File: src/rtl/calc_key_sequencer_if.sv
// Key-event bus between the keypad front-end and the calculator key sequencer.
// The front-end side is the master; the sequencer is the slave.
interface calc_key_sequencer_if #(
    parameter int unsigned DEPTH = 4
);
    logic [7:0]              key_code;
    logic                    key_valid;
    logic [7:0]              calc_in;
    logic                    busy;
    logic [$clog2(DEPTH):0]  count;
    logic                    full;
    logic                    drop;
    logic                    illegal;

    modport master (
        output key_code, key_valid,
        input  calc_in, busy, count, full, drop, illegal
    );

    modport slave (
        input  key_code, key_valid,
        output calc_in, busy, count, full, drop, illegal
    );
endinterface

File: src/rtl/calc_key_sequencer.sv
// Buffers legal key events in a FIFO and replays each onto the calculator bus
// for HOLD cycles followed by GAP idle cycles, so repeated keys stay distinct.
module calc_key_sequencer #(
    parameter int unsigned HOLD      = 8,
    parameter int unsigned GAP       = 4,
    parameter int unsigned DEPTH     = 4,
    parameter logic [7:0]  IDLE_CODE = 8'hFF
) (
    input  logic                 clk,
    input  logic                 rst,
    calc_key_sequencer_if.slave  bus
);

    localparam int unsigned PW   = $clog2(DEPTH);
    localparam int unsigned CW   = PW + 1;
    localparam int unsigned CntW = $clog2((HOLD > GAP ? HOLD : GAP) + 1);
    localparam logic [CW-1:0] FullCount = CW'(DEPTH);

    typedef enum logic [1:0] {StIdle, StDrive, StGap} state_e;

    state_e            state_q, state_d;
    logic [CntW-1:0]   cnt_q, cnt_d;
    logic [7:0]        mem_q [DEPTH];
    logic [PW-1:0]     wptr_q, rptr_q;
    logic [CW-1:0]     count_q;
    logic [7:0]        code_q;
    logic              drop_q, illegal_q;
    logic              is_legal, full, push, pop;
    logic [7:0]        calc_in;
    logic              busy;

    assign is_legal = ((bus.key_code <= 8'h09) ||
                       (bus.key_code >= 8'h80 && bus.key_code <= 8'h83) ||
                       (bus.key_code == 8'h40) || (bus.key_code == 8'h20)) &&
                      (bus.key_code != IDLE_CODE);
    assign full = (count_q == FullCount);
    // Fullness is judged before the edge, so a same-edge pop never frees a slot.
    assign push = bus.key_valid && is_legal && !full;

    always_ff @(posedge clk) begin
        if (!rst) begin
            state_q <= StIdle;
            cnt_q   <= '0;
        end else begin
            state_q <= state_d;
            cnt_q   <= cnt_d;
        end
    end

    always_comb begin
        state_d = state_q;
        cnt_d   = cnt_q;
        pop     = 1'b0;
        unique case (state_q)
            StIdle: begin
                if (count_q != '0) begin
                    pop     = 1'b1;
                    state_d = StDrive;
                    cnt_d   = CntW'(HOLD - 1);
                end
            end
            StDrive: begin
                if (cnt_q == '0) begin
                    state_d = StGap;
                    cnt_d   = CntW'(GAP - 1);
                end else begin
                    cnt_d = cnt_q - CntW'(1);
                end
            end
            StGap: begin
                if (cnt_q == '0) begin
                    if (count_q != '0) begin
                        pop     = 1'b1;
                        state_d = StDrive;
                        cnt_d   = CntW'(HOLD - 1);
                    end else begin
                        state_d = StIdle;
                    end
                end else begin
                    cnt_d = cnt_q - CntW'(1);
                end
            end
            default: state_d = StIdle;
        endcase
    end

    always_comb begin
        calc_in = IDLE_CODE;
        busy    = 1'b0;
        if (state_q == StDrive) begin
            calc_in = code_q;
        end
        if (state_q != StIdle) begin
            busy = 1'b1;
        end
    end

    // Storage needs no reset; occupancy alone decides what is valid.
    always_ff @(posedge clk) begin
        if (rst && push) begin
            mem_q[wptr_q] <= bus.key_code;
        end
    end

    always_ff @(posedge clk) begin
        if (!rst) begin
            wptr_q    <= '0;
            rptr_q    <= '0;
            count_q   <= '0;
            code_q    <= IDLE_CODE;
            drop_q    <= 1'b0;
            illegal_q <= 1'b0;
        end else begin
            if (push) begin
                wptr_q <= wptr_q + PW'(1);
            end
            if (pop) begin
                rptr_q <= rptr_q + PW'(1);
                code_q <= mem_q[rptr_q];
            end
            if (push && !pop) begin
                count_q <= count_q + CW'(1);
            end else if (pop && !push) begin
                count_q <= count_q - CW'(1);
            end
            drop_q    <= bus.key_valid && is_legal && full;
            illegal_q <= bus.key_valid && !is_legal;
        end
    end

    assign bus.calc_in = calc_in;
    assign bus.busy    = busy;
    assign bus.count   = count_q;
    assign bus.full    = full;
    assign bus.drop    = drop_q;
    assign bus.illegal = illegal_q;

endmodule

File: src/flat_wrapper.sv
// flat-port wrapper written by rule: the top's interface ports become plain ports
module calc_key_sequencer_flat 
#(
    parameter int unsigned HOLD      = 8,
    parameter int unsigned GAP       = 4,
    parameter int unsigned DEPTH     = 4,
    parameter logic [7:0]  IDLE_CODE = 8'hFF
)
  (clk, rst, bus_key_code, bus_key_valid, bus_calc_in, bus_busy, bus_count, bus_full, bus_drop, bus_illegal);
  calc_key_sequencer_if #(.DEPTH(DEPTH)) bus_i ();
  input  logic clk;
  input  logic rst;
  input wire logic [$bits(bus_i.key_code)-1:0] bus_key_code;
  input wire logic [$bits(bus_i.key_valid)-1:0] bus_key_valid;
  output wire logic [$bits(bus_i.calc_in)-1:0] bus_calc_in;
  output wire logic [$bits(bus_i.busy)-1:0] bus_busy;
  output wire logic [$bits(bus_i.count)-1:0] bus_count;
  output wire logic [$bits(bus_i.full)-1:0] bus_full;
  output wire logic [$bits(bus_i.drop)-1:0] bus_drop;
  output wire logic [$bits(bus_i.illegal)-1:0] bus_illegal;
  assign bus_i.key_code = bus_key_code;
  assign bus_i.key_valid = bus_key_valid;
  assign bus_calc_in = bus_i.calc_in;
  assign bus_busy = bus_i.busy;
  assign bus_count = bus_i.count;
  assign bus_full = bus_i.full;
  assign bus_drop = bus_i.drop;
  assign bus_illegal = bus_i.illegal;
  calc_key_sequencer #(.HOLD(HOLD), .GAP(GAP), .DEPTH(DEPTH), .IDLE_CODE(IDLE_CODE)) u_core (.clk(clk), .rst(rst), .bus(bus_i));
endmodule
File: config.mk
export PLATFORM = sky130hd
export DESIGN_NAME = calc_key_sequencer_flat
export DESIGN_NICKNAME = d
export VERILOG_FILES = /design/src/rtl/calc_key_sequencer_if.sv /design/src/rtl/calc_key_sequencer.sv /design/src/flat_wrapper.sv
export SDC_FILE = /design/constraint.sdc
export NUM_CORES = 1
export LEC_CHECK = 0
export BUFFER_PORTS_ARGS = -buffer_cell sky130_fd_sc_hd__buf_2
export CORE_UTILIZATION = 45
export CTS_BUF_LIST = sky130_fd_sc_hd__clkbuf_8
export DETAILED_ROUTE_END_ITERATION = 16
export PLACE_DENSITY_LB_ADDON = 0.15
export SKIP_LAST_GASP = 1
export SYNTH_ARGS = -nofsm -noshare
export SYNTH_HDL_FRONTEND = slang
export SYNTH_SLANG_ARGS = --single-unit
File: constraint.sdc
create_clock -name clk -period 3.4 [get_ports clk]
set_clock_uncertainty 0.05 [all_clocks]
set_input_delay 0.34 -clock clk [delete_from_list [all_inputs] [get_ports clk]]
set_output_delay 0.34 -clock clk [all_outputs]
set_load 0.02 [all_outputs]
Word level (Yosys, flattened, before mapping)
Memories as Yosys holds them, arrays and structs flattened. A register that Yosys moved wholly into a read port is not among the register bits.
Index checks and enable logic that the tools add are counted.
{"block": "totals", "regBits": 15, "latchBits": 0, "mem_bits_rw": 32, "mem_bits_ro": 0, "inputBits": 11, "out_inout_bits": 15, "wordCells": 67, "mem_count": 1}
{"block": "op_classes", "addsub": 5, "multipliers": 0, "div": 0, "magnitude_cmp": 3, "eq_ne": 9, "shifts": 0, "muxes": 18, "n_bitwise": 0, "reduce_logical": 24}
{"name": "u_core.mem_q", "depth": 4, "width": 8, "read_ports": 1, "rd_ports_with_merged_regs": 1, "wr": 1, "line_no": "calc_key_sequencer.sv:23", "rtl": "logic [7:0] mem_q [DEPTH];"}
{"op": "$mux W4", "count": 3}
{"op": "$pmux W4 S3", "count": 1}
{"op": "$logic_and A1 B1 Y1", "count": 9}
{"op": "$eq A8 B6 Y1 const B", "count": 1}
{"op": "$eq A8 B7 Y1 const B", "count": 1}
{"op": "$ge A8 B8 Y1 const B", "count": 1}
{"op": "$le A8 B4 Y1 const B", "count": 1}
{"op": "$le A8 B8 Y1 const B", "count": 1}
{"op": "$mux W8", "count": 1}
{"op": "$ne A8 B8 Y1 const B", "count": 1}
{"op": "$mux W1", "count": 6}
{"op": "$mux W2", "count": 3}
{"op": "$mux W3", "count": 2}
{"op": "$ne A2 B1 Y1 const B", "count": 3}
{"op": "$pmux W2 S3", "count": 1}
{"op": "$reduce_bool A3 Y1", "count": 2}
{"op": "$logic_not A1 Y1", "count": 5}
{"op": "$add A2 B1 Y2 const B", "count": 2}
{"op": "$logic_not A4 Y1", "count": 1}
{"op": "$reduce_bool A2 Y1", "count": 2}
{"op": "$sub A4 B1 Y4 const B", "count": 1}
{"op": "$add A3 B1 Y3 const B", "count": 1}
{"op": "$eq A3 B3 Y1 const B", "count": 1}
{"op": "$logic_or A1 B1 Y1", "count": 3}
{"op": "other kinds (6)", "count": 6}

Longest topological paths before layout
Gate-level depths: netlist of the first run.
{"block": "depth", "depth_word": 12, "ltp_mapped": 11, "mapped_depth_nobuf": 10}

Worst setup path before layout of the first run
Ideal clock, no wire load.
{"block": "synth_timing", "kind": "input to register", "start": "input bus_key_code[1]", "end": "register u_core.count_q[2] (netlist: u_core.bus.count[2])", "setup_ps": 72, "arrival_time_ps": 2546, "required_ps": 3278, "path_slack_ps": 732, "cell_stages": 9, "n_path_buf": 0, "path_cell_list": "or4_4 > o22a_4 > nor3_4 > ha_1 > inv_1 > fa_1 > xor2_1 > or3_1 > a21oi_1"}
{"block": "synth_between", "elab_chain_cells": 11, "word_cells_on_any_way": 18, "cone_classes": "3 x order compare; 3 x eq/ne; 1 x mux; 11 x reduce/logical"}
{"item": "start, declared", "line_no": "flat_wrapper.sv:13", "rtl": "input wire logic [$bits(bus_i.key_code)-1:0] bus_key_code;"}
{"item": "$ge A8 B8 Y1 / $le A8 B8 Y1 (equally long branches)", "line_no": "calc_key_sequencer.sv:33", "rtl": "(bus.key_code >= 8'h80 && bus.key_code <= 8'h83) ||"}
{"item": "$logic_and A1 B1 Y1", "line_no": "calc_key_sequencer.sv:33"}
{"item": "$logic_or A1 B1 Y1", "line_no": "calc_key_sequencer.sv:32", "rtl": "assign is_legal = ((bus.key_code <= 8'h09) ||"}
{"item": "$logic_or A1 B1 Y1", "line_no": "calc_key_sequencer.sv:33"}
{"item": "$logic_or A1 B1 Y1", "line_no": "calc_key_sequencer.sv:34", "rtl": "(bus.key_code == 8'h40) || (bus.key_code == 8'h20)) &&"}
{"item": "$logic_and A1 B1 Y1 *", "line_no": "calc_key_sequencer.sv:34"}
{"item": "$logic_and A1 B1 Y1 * (2 in series)", "line_no": "calc_key_sequencer.sv:38", "rtl": "assign push = bus.key_valid && is_legal && !full;"}
{"item": "$logic_not A1 Y1", "line_no": "calc_key_sequencer.sv:123", "rtl": "end else if (pop && !push) begin"}
{"item": "$logic_and A1 B1 Y1", "line_no": "calc_key_sequencer.sv:123"}
{"item": "$reduce_bool A2 Y1 (no line)"}
{"item": "end signal, assigned", "line_no": "calc_key_sequencer.sv:122", "rtl": "count_q <= count_q + CW'(1);"}
{"item": "end signal, assigned", "line_no": "calc_key_sequencer.sv:124", "rtl": "count_q <= count_q - CW'(1);"}
{"item": "end, declared", "line_no": "calc_key_sequencer.sv:25", "rtl": "logic [CW-1:0] count_q;"}
Mark *: on every way between the ends. The rest lies on a longest branch, timed or not.
A chain may end at the register's enable or synchronous reset.

Final worst setup path of the first run
{"block": "layout_timing", "start": "register u_core.count_q[0] (netlist: u_core.bus.count[0])", "end": "register u_core.count_q[2] (netlist: u_core.bus.count[2])"}
{"block": "layout_between", "elab_chain_cells": 7, "word_cells_on_any_way": 16, "cone_classes": "2 x add/sub; 1 x eq/ne; 5 x mux; 8 x reduce/logical"}
{"item": "$reduce_bool A3 Y1", "line_no": "calc_key_sequencer.sv:56, calc_key_sequencer.sv:72"}
{"item": "$mux W1", "line_no": "calc_key_sequencer.sv:56, calc_key_sequencer.sv:72"}
{"item": "$mux W1", "line_no": "calc_key_sequencer.sv:71", "rtl": "if (cnt_q == '0) begin"}
{"item": "$pmux W1 S2", "line_no": "calc_key_sequencer.sv:54", "rtl": "unique case (state_q)"}
{"item": "$logic_not A1 Y1", "line_no": "calc_key_sequencer.sv:121", "rtl": "if (push && !pop) begin"}
{"item": "$logic_and A1 B1 Y1", "line_no": "calc_key_sequencer.sv:121"}
{"item": "$mux W3 / $reduce_bool A2 Y1 (equally long branches)"}
Parallel ways exist; a longest one is shown, timed or not. The select of a mux whose other input is x is not followed.

==> results of run 1 <==
==> layer usage <==
metal  track usage, %  vias up  part of all wire [%]
met5                0        -                     0
met4             5.96        0                   1.4
met3             3.95        6                   3.4
met2             27.0       24                    49
met1             18.8      718                    46
li1                 -      732                     -
==> logic make-up (layout without fill, tap and decap cells) <==
group | after synthesis | after routing | share of synthesized area (%)
flip-flops | 55 | 55 | 57.5
AND/OR/NAND/NOR | 54 | 54 | 13.2
AO/OA/AOI/OAI | 24 | 24 | 6.79
multiplexers | 20 | 20 | 12.2
buffers and inverters | 18 | 46 | 2.94
adder cells (fa/ha/maj) | 12 | 12 | 6.38
XOR/XNOR | 3 | 3 | 1.06
==> final cells by class <==
cell class	count	share of cell area (%)
Multi-Input combinational cell	113	35.5
Tap cell	70	3.18
Inverter	12	1.64
Clock buffer	5	2.50
Timing Repair Buffer	26	4.82
Clock inverter	3	0.772
Sequential cell	55	51.6
==> power breakdown <==
group          switching [mW]  internal, mW  total (mW)  leakage (nW)
logic                   0.430         0.368       0.798         0.497
registers               0.101         0.794       0.895         0.477
clock network           0.211         0.147       0.357        0.0499
total                   0.741          1.31        2.05          1.02
==> sequential cells by signal, indices dropped and copies added (netlist names) <==
name,count
u_core.bus.count,3
u_core.mem_q,32
u_core.bus.illegal,1
u_core.bus.drop,1
u_core.rptr_q,2
u_core.wptr_q,2
u_core.code_q,8
u_core.state_q,2
u_core.cnt_q,4
==> critical path, cell delays in order, from the launching register on <==
cell      delay [ns]
dfxtp_1         0.37
nor3_1          0.49
o21bai_1        0.19
buf_4           0.24
ha_1            0.21
inv_1           0.06
fa_1            0.37
xor2_1          0.17
or3_1           0.30
a21oi_1         0.13
==> layout by cell type, fill, tap and decap left out, types with 2 or more instances in the layout <==
cell type  instances
xor2_1             2
o221a_1            2
nand2b_1           9
and2_1             4
mux2i_1           12
or3b_1             2
o211ai_1           2
edfxtp_1          32
buf_2             25
ha_1              11
o22ai_1            2
nor3_1             2
o21ai_0            6
nor4_1             2
inv_1             12
mux4_2             8
dfxtp_1           23
a21oi_1            6
nor2_1            10
nand2_1           16
clkbuf_8           5
==> path summary, 6_finish.rpt <==
kind	startpoint	to	slack, ns	cells after the start
setup reg to reg	u_core.bus.count[0]	u_core.bus.count[2]	0.73	9
setup / recovery	u_core.bus.count[0]	u_core.bus.count[2]	0.73	9
hold reg to reg	u_core.code_q[6]	u_core.code_q[6]	0.43	2
hold / removal	bus_key_code[4]	u_core.mem_q[1][4]	0.21	1
==> per-stage QoR <==
stage               std cells  util [%]  power [mW]  cell area (µm²)  hold WS, ns
finish                    284      52.9        2.05             2750        0.210
global route              284      52.9        2.19             2750        0.195
CTS                       284      52.9        2.07             2750        0.199
detailed placement        276      51.2        1.71             2660        0.413
global placement          276      51.2        1.69             2660        0.396
floorplan                 186         -        1.53             2470        0.385
==> impl_metrics.json, run 1 <==
{
  "post-cts-setup-buffer-count": 0,
  "drtAntennaViolNets": 0,
  "grt_pass1_wl_um": 7030,
  "n_antenna_cell": 0,
  "vdd_drop_max_mv": 0.302,
  "cts.sinks": 55,
  "grt-ovfl-total": 0,
  "status": "complete, no violations",
  "setup_viol": 0,
  "max_slew_margin_pct": 62.5,
  "clk_path_buf_depth": 2,
  "yosys.area.top_type": "edfxtp_1",
  "ctsResizeCount": 0,
  "rsz0062_at_grt": "false",
  "synth_enable_flop_cells": 32,
  "ctsHoldBuffers": 0,
  "ys_seq_area_share_pct": 57.5,
  "cts.clk_slew.worst_paths_ns": 0.10,
  "yosysMostFrequentCell": "edfxtp_1",
  "cp.required_ns": 3.58,
  "yosys-top-cells-count": "edfxtp_1 (32), dfxtp_1 (23), nand2_1 (16)",
  "crit_type": "reg2reg",
  "gp_routability_congestion": 0.814,
  "async_flop_share_pct": 0,
  "synth_area_leaders": "edfxtp_1 (39%), dfxtp_1 (19%), mux4_2 (7.3%), ha_1 (5.6%), mux2i_1 (4.9%)",
  "grt_start_max_net_pins": 19,
  "dpl.hpwl_um": 3030,
  "hold_viol": 0,
  "dpl_worst_slack_ns": 0.477,
  "postSynthRegisterBits": 55,
  "viasPerCell": 5.21,
  "start_kind": "register",
  "slew_viol_final": 0,
  "synth_top_area_share_pct": 38.9,
  "cts_tree": "yes",
  "ios": 26,
  "ys_warn_count": 0,
  "die_area_um2": 5790,
  "tightest_slew_ns": 0.562,
  "fin_ws_ns": 0.730,
  "seq_area_um2": 1420,
  "drv_cap": 0,
  "track_usage_pct": 15.6,
  "worstSetupEndpointType": "register",
  "fin_crit_sh_pct": 78.5,
  "synthToLayoutAreaGrowth_pct": 11.4,
  "multi_input_area_um2": 977,
  "synth_cell_type_count": 40,
  "antenna_found_initial": 0,
  "arrival_ns": 2.85,
  "h-tree-depth": 2,
  "insertion_delay_ns": 0.30,
  "drive_gt1_share_pct": 21.5,
  "synth_ff_type": "edfxtp_1",
  "die_width_um": 76.1,
  "grt_pass1_vias": 1481,
  "hp-class": "in2reg",
  "fin_crit_ns": 2.67,
  "core_um2": 5200,
  "wl_per_cell_um": 14.4,
  "wl_um": 4100,
  "vias": 1480,
  "drt_iter0_drc": 58,
  "netlist_area_um2": 2470,
  "fp-row-count": 26,
  "critPathMaxFanout": 12,
  "fin_nets": 236,
  "drt-pass1-iter-count": 4,
  "cts_made_buffers": 5,
  "die_h_um": 76.1,
  "start_util_pct": 47.5,
  "tns_ns": 0,
  "drc": 0,
  "synth_area_per_cell_um2": 13.3,
  "cts-root-buf": "clkbuf_8",
  "leakage_nw": 1.02,
  "synth_fp_nets": 209,
  "fmax_ghz": 0.375,
  "syn-instance-count": 186,
  "io_buffers": 25,
  "nFillCells": 464,
  "p_per_area_nw_per_um2": 745
}
Note: power is estimated with default switching activity, not from simulation.
==> run 2: changes to the inputs <==
Clock period 3.4 ns to 2.3 ns, I/O delays scaled along.
==> run 2 against run 1 <==
Compared with the run above: critical path type unchanged; flip-flop and latch count unchanged; global-route usage increased by 1.5 points; clock-buffer cell count increased by 1; cell area increased by 12%; fmax increased by 19%; worst setup slack got worse by 0.67 ns; via count increased by 7.4%; final cell count increased by 9.9%; hold slack got worse by 0.10 ns; utilization increased by 6.3 points.
==> impl_metrics.json, run 2 (synthesized netlist as in run 1, its figures left out) <==
{
  "arrival_ns": 2.42,
  "n_antenna_cell": 0,
  "drtAntennaViolNets": 0,
  "drt-pass1-iter-count": 4,
  "antenna_found_initial": 0,
  "cp.required_ns": 2.49,
  "drive_gt1_share_pct": 37.6,
  "setup_viol": 0,
  "ios": 26,
  "cts.sinks": 55,
  "fin_crit_ns": 2.24,
  "rsz0062_at_grt": "true",
  "top_regs": "u_core.mem_q (32), u_core.code_q (8), u_core.cnt_q (4)",
  "wl_per_cell_um": 14.6,
  "drv_cap": 0,
  "wl_um": 4560,
  "core_um2": 5200,
  "synthToLayoutAreaGrowth_pct": 24.8,
  "ctsHoldBuffers": 0,
  "final_util_pct": 59.3,
  "slowest_stage": "dfxtp_2",
  "placed_cells_incl_taps": 303,
  "clk_path_buf_depth": 2,
  "largest_reg_flops": 32,
  "dpl_worst_slack_ns": -0.199,
  "track_usage_pct": 17.1,
  "insertion_delay_ns": 0.30,
  "p_per_area_nw_per_um2": 1080,
  "vias": 1590,
  "fin_ws_ns": 0.0630,
  "start_util_pct": 47.5,
  "slew_viol_final": 0,
  "vdd_drop_max_mv": 0.470,
  "cpPeakStageDelay_ns": 0.36,
  "whs_ns": 0.106,
  "hold_viol": 0,
  "cts.clk_slew.worst_paths_ns": 0.10,
  "fin_nets": 264,
  "die_h_um": 76.1,
  "cts_tree": "yes",
  "viasPerCell": 5.10,
  "worstSetupEndpointType": "register",
  "critPathTopFamily": "adder cells",
  "layout_commonest_cell": "edfxtp_1",
  "layout_common_cells": "edfxtp_1 (32), buf_4 (26), buf_2 (25)",
  "final_area_um2": 3080,
  "grt_start_max_net_pins": 19,
  "largest_register": "u_core.mem_q",
  "crit_type": "reg2reg",
  "io_buffers": 25,
  "wirelength_met1_um": 1970,
  "wl_met2_um": 2380,
  "start_kind": "register",
  "dpl.hpwl_um": 3430,
  "fmax_ghz": 0.447,
  "drc": 0,
  "h-tree-depth": 2,
  "grt_pass1_vias": 1617,
  "placed_area_um2": 2930,
  "cts_made_buffers": 5,
  "leakage_nw": 1.18,
  "reg2reg_slack_ns": 0.06,
  "layout.cells.non_filler": 312,
  "path_cells": "inv_2, ha_4, nor4bb_4, o21bai_2, ha_4, inv_2, fa_2, xor2_1, or3_1, a21oi_2",
  "grt-ovfl-total": 0,
  "drt_iter0_drc": 71,
  "critPathMaxFanout": 2,
  "hp-class": "in2reg",
  "cts-root-buf": "clkbuf_8",
  "crit_buf_inv": 2,
  "wl_met3_um": 154,
  "grt_pass1_wl_um": 7690,
  "status": "complete, no violations",
  "tightest_slew_ns": 0.575,
  "fin_crit_sh_pct": 97.3,
  "fp-row-count": 26,
  "die_width_um": 76.1,
  "die_area_um2": 5790,
  "gp_routability_congestion": 0.813,
  "top_layer": "met4",
  "max_slew_margin_pct": 61.6
}
run 2: changes by cell type in the layout (fill, tap and decap cells not counted), sizes merged:
cell    before  now
buf         26   54
clkbuf       5    6
clkinv       2    1
run 2: report_power, final:
part	leakage, nW	switching [mW]	internal (mW)
clock network	0.0522	0.317	0.253
registers	0.478	0.132	1.18
logic	0.649	0.732	0.714
run 2: final cells by class:
type	count	area (µm²)
Clock buffer	6	82.6
Inverter	12	45.0
Fill cell	439	2120
Clock inverter	2	17.5
Multi-Input combinational cell	113	1040
Timing Repair Buffer	54	380
Tap cell	70	87.6
Sequential cell	55	1430
run 2: per-stage QoR:
stage / power (mW) / setup TNS [ns]
after detailed placement: 2.71 / -0.199
after floorplan: 2.30 / -0.104
final: 3.33 / 0
after global placement: 2.65 / -0.164
after CTS: 3.28 / 0
after global routing: 3.55 / -0.0296
run 2: timing repair:
action,4_1_cts,5_1_grt
gates resized for setup,1,12
pin swaps,2,7
endpoints found under the setup margin,1,2
buffers inserted,0,1
run 2: worst paths after layout:
kind / from / end / depth (start not counted)
setup / recovery: u_core.state_q[0] / u_core.bus.count[2] / 10
hold / removal: bus_key_code[4] / u_core.mem_q[1][4] / 1
setup reg to reg: u_core.state_q[0] / u_core.bus.count[2] / 10
hold reg to reg: u_core.code_q[3] / u_core.code_q[3] / 2
run 2: metal layers:
metal	track usage [%]	vias to the layer above
li1	-	792
met1	21.0	754
met2	29.9	39
met3	3.95	5
met4	5.58	0
met5	0	-
run 2: worst reg2reg max path, stage by stage, from the launching register on:
cell	delay (ns)
dfxtp_2	0.36
inv_2	0.06
ha_4	0.15
nor4bb_4	0.15
o21bai_2	0.23
ha_4	0.16
inv_2	0.03
fa_2	0.33
xor2_1	0.17
or3_1	0.36
a21oi_2	0.13
==> run 3: changes to the inputs <==
==> constraint.sdc (replaced) <==
create_clock -name clk -period 2.3 [get_ports clk]
set_clock_uncertainty 0.05 [all_clocks]
set_input_delay 0.345 -clock clk [delete_from_list [all_inputs] [get_ports clk]]
set_output_delay 0.345 -clock clk [all_outputs]
set_load 0.02 [all_outputs]
==> run 3 against run 2 <==
Compared with the run above: largest power group unchanged; clock-buffer cell count is 1 lower; cell area is 1.3% lower; wire length is 0.88% higher; fmax shrank 5.0%; the flow now finishes with violations (negative setup slack); first-iteration DRC count up 35%; clock power down 2%; largest cell class unchanged; power decreased by 2.1%; critical endpoint unchanged; non-clock buffer count stayed put; utilization decreased by 0.79 points; register-to-register slack lost 0.12 ns.
==> impl_metrics.json, run 3 (synthesized netlist as in run 1, its figures left out) <==
{
  "wl_per_cell_um": 14.7,
  "antenna_found_initial": 0,
  "grt_pass1_wl_um": 8090,
  "wl_um": 4600,
  "r2r_end": "u_core.bus.count[2]",
  "io_buffers": 25,
  "slew_viol_final": 0,
  "track_usage_pct": 17.8,
  "die_h_um": 76.1,
  "drive_gt1_share_pct": 34.3,
  "worst-r2r-cell-count": 10,
  "h-tree-depth": 2,
  "clk_path_buf_depth": 2,
  "r2r-start": "u_core.state_q[0]",
  "arrival_ns": 2.55,
  "cts.clk_slew.worst_paths_ns": 0.11,
  "largest_reg_flops": 32,
  "viasPerCell": 5.06,
  "max_slew_margin_pct": 60.6,
  "combPwrFrac_pct": 42.4,
  "drv_cap": 0,
  "p_total_mw": 3.26,
  "leakage_nw": 1.17,
  "vdd_drop_max_mv": 0.398,
  "insertion_delay_ns": 0.30,
  "dpl.hpwl_um": 3400,
  "drt-pass1-iter-count": 4,
  "rsz0062_at_grt": "true",
  "layout_common_cells": "edfxtp_1 (32), buf_2 (25), buf_4 (25)",
  "fin_crit_ns": 2.36,
  "cts_tree": "yes",
  "reg2reg_slack_ns": -0.06,
  "fin_ws_ns": -0.0559,
  "die_area_um2": 5790,
  "cts_made_buffers": 5,
  "hold_viol": 0,
  "p_per_area_nw_per_um2": 1070,
  "grt-ovfl-total": 0,
  "n_antenna_cell": 0,
  "cp.required_ns": 2.49,
  "drt_iter0_drc": 96,
  "core_um2": 5200,
  "final_area_um2": 3040,
  "ctsHoldBuffers": 0,
  "fin_crit_sh_pct": 102,
  "synthToLayoutAreaGrowth_pct": 23.1,
  "dpl_worst_slack_ns": -0.327,
  "vias": 1580,
  "die_width_um": 76.1,
  "failed_checks": "negative setup slack",
  "top_regs": "u_core.mem_q (32), u_core.code_q (8), u_core.cnt_q (4)",
  "status": "finished with violations",
  "p_int_mw": 2.08,
  "start_kind": "register",
  "whs_ns": 0.232,
  "fin_nets": 264,
  "setup_viol": 1,
  "grt_start_max_net_pins": 21,
  "hold_depth": 1,
  "p_clk_share_pct": 17.2,
  "min-delay-start": "bus_key_code[0]",
  "placed_area_um2": 2910,
  "tns_ns": -0.0559,
  "critPathMaxFanout": 2,
  "drc": 0,
  "switchingPower_mw": 1.18,
  "hold_end": "u_core.mem_q[3][0]",
  "fmax_ghz": 0.424,
  "drtAntennaViolNets": 0,
  "ios": 26,
  "crit_type": "reg2reg",
  "grt_pass1_vias": 1687,
  "seqPwrFrac_pct": 40.4,
  "gp_routability_congestion": 0.825,
  "fp-row-count": 26,
  "cts-root-buf": "clkbuf_8",
  "p_sw_share_pct": 36.1,
  "tightest_slew_ns": 0.590,
  "cts.sinks": 55,
  "largest_register": "u_core.mem_q",
  "start_util_pct": 47.5,
  "worstSetupEndpointType": "register",
  "hp-class": "in2reg",
  "layout_commonest_cell": "edfxtp_1"
}
run 3: changes by cell type in the layout (fill, tap and decap cells not counted), sizes merged:
cell and delta:
clkinv +1, clkbuf -1
run 3: worst max-delay path, stage by stage (launching register included):
cell      delay, ns
dfxtp_2        0.35
inv_1          0.06
ha_1           0.21
nor4bb_2       0.18
o21bai_1       0.21
ha_2           0.23
inv_1          0.06
fa_2           0.34
xor2_1         0.17
or3_1          0.32
a21oi_2        0.11
run 3: layout make-up:
type / count / area [µm²]
inverters: 12 / 45.0
flip-flops and latches: 55 / 1430
clock buffers: 5 / 68.8
multi-input cells: 113 / 995
clock inverters: 3 / 28.8
fillers: 456 / 2160
repair buffers: 54 / 393
well taps: 70 / 87.6
run 3: how the worst max path moves through the flow:
stage / start / endpoint / slack, ns / depth (start not counted)
global placement: bus_key_code[1] / u_core.bus.count[2] / -0.27 / 10
CTS: bus_key_code[1] / u_core.bus.count[2] / -0.02 / 10
finish: u_core.state_q[0] / u_core.bus.count[2] / -0.06 / 10
detailed placement: bus_key_code[1] / u_core.bus.count[2] / -0.33 / 10
floorplan: bus_key_code[1] / u_core.bus.count[2] / -0.23 / 9
global route: u_core.state_q[0] / u_core.bus.count[2] / -0.16 / 10
run 3: what timing repair did:
action                     in CTS  in global routing
gates resized for setup         1                  5
pin swaps                       2                  2
hold endpoints to repair        0                  0
setup endpoints to repair       1                  2
setup buffers                   1                  1
run 3: per-stage QoR:
step                      std cells  utilization (%)
final                           312             58.5
after global routing            312             58.5
after CTS                       311             58.0
after detailed placement        302             56.0
after global placement          302             56.0
after floorplan                 186                -
run 3: metal layers:
metal  wire length [µm]  GRT usage, %  share of wire [%]
met4                 42          5.38               0.91
met1               1980          22.4                 43
met5                  0             0                  0
met3                129          3.83                2.8
met2               2440          30.7                 53
run 3: power groups by stage:
| stage | clock network, mW | logic (mW) | registers [mW] |
|---|---|---|---|
| 6_report | 0.560 | 1.38 | 1.31 |
| 5_1_grt | 0.618 | 1.54 | 1.34 |
| 4_1_cts | 0.579 | 1.36 | 1.31 |
| 3_5_place_dp | 0 | 1.34 | 1.33 |
| 3_3_place_gp | 0 | 1.28 | 1.32 |
| 2_1_floorplan | 0 | 0.966 | 1.31 |
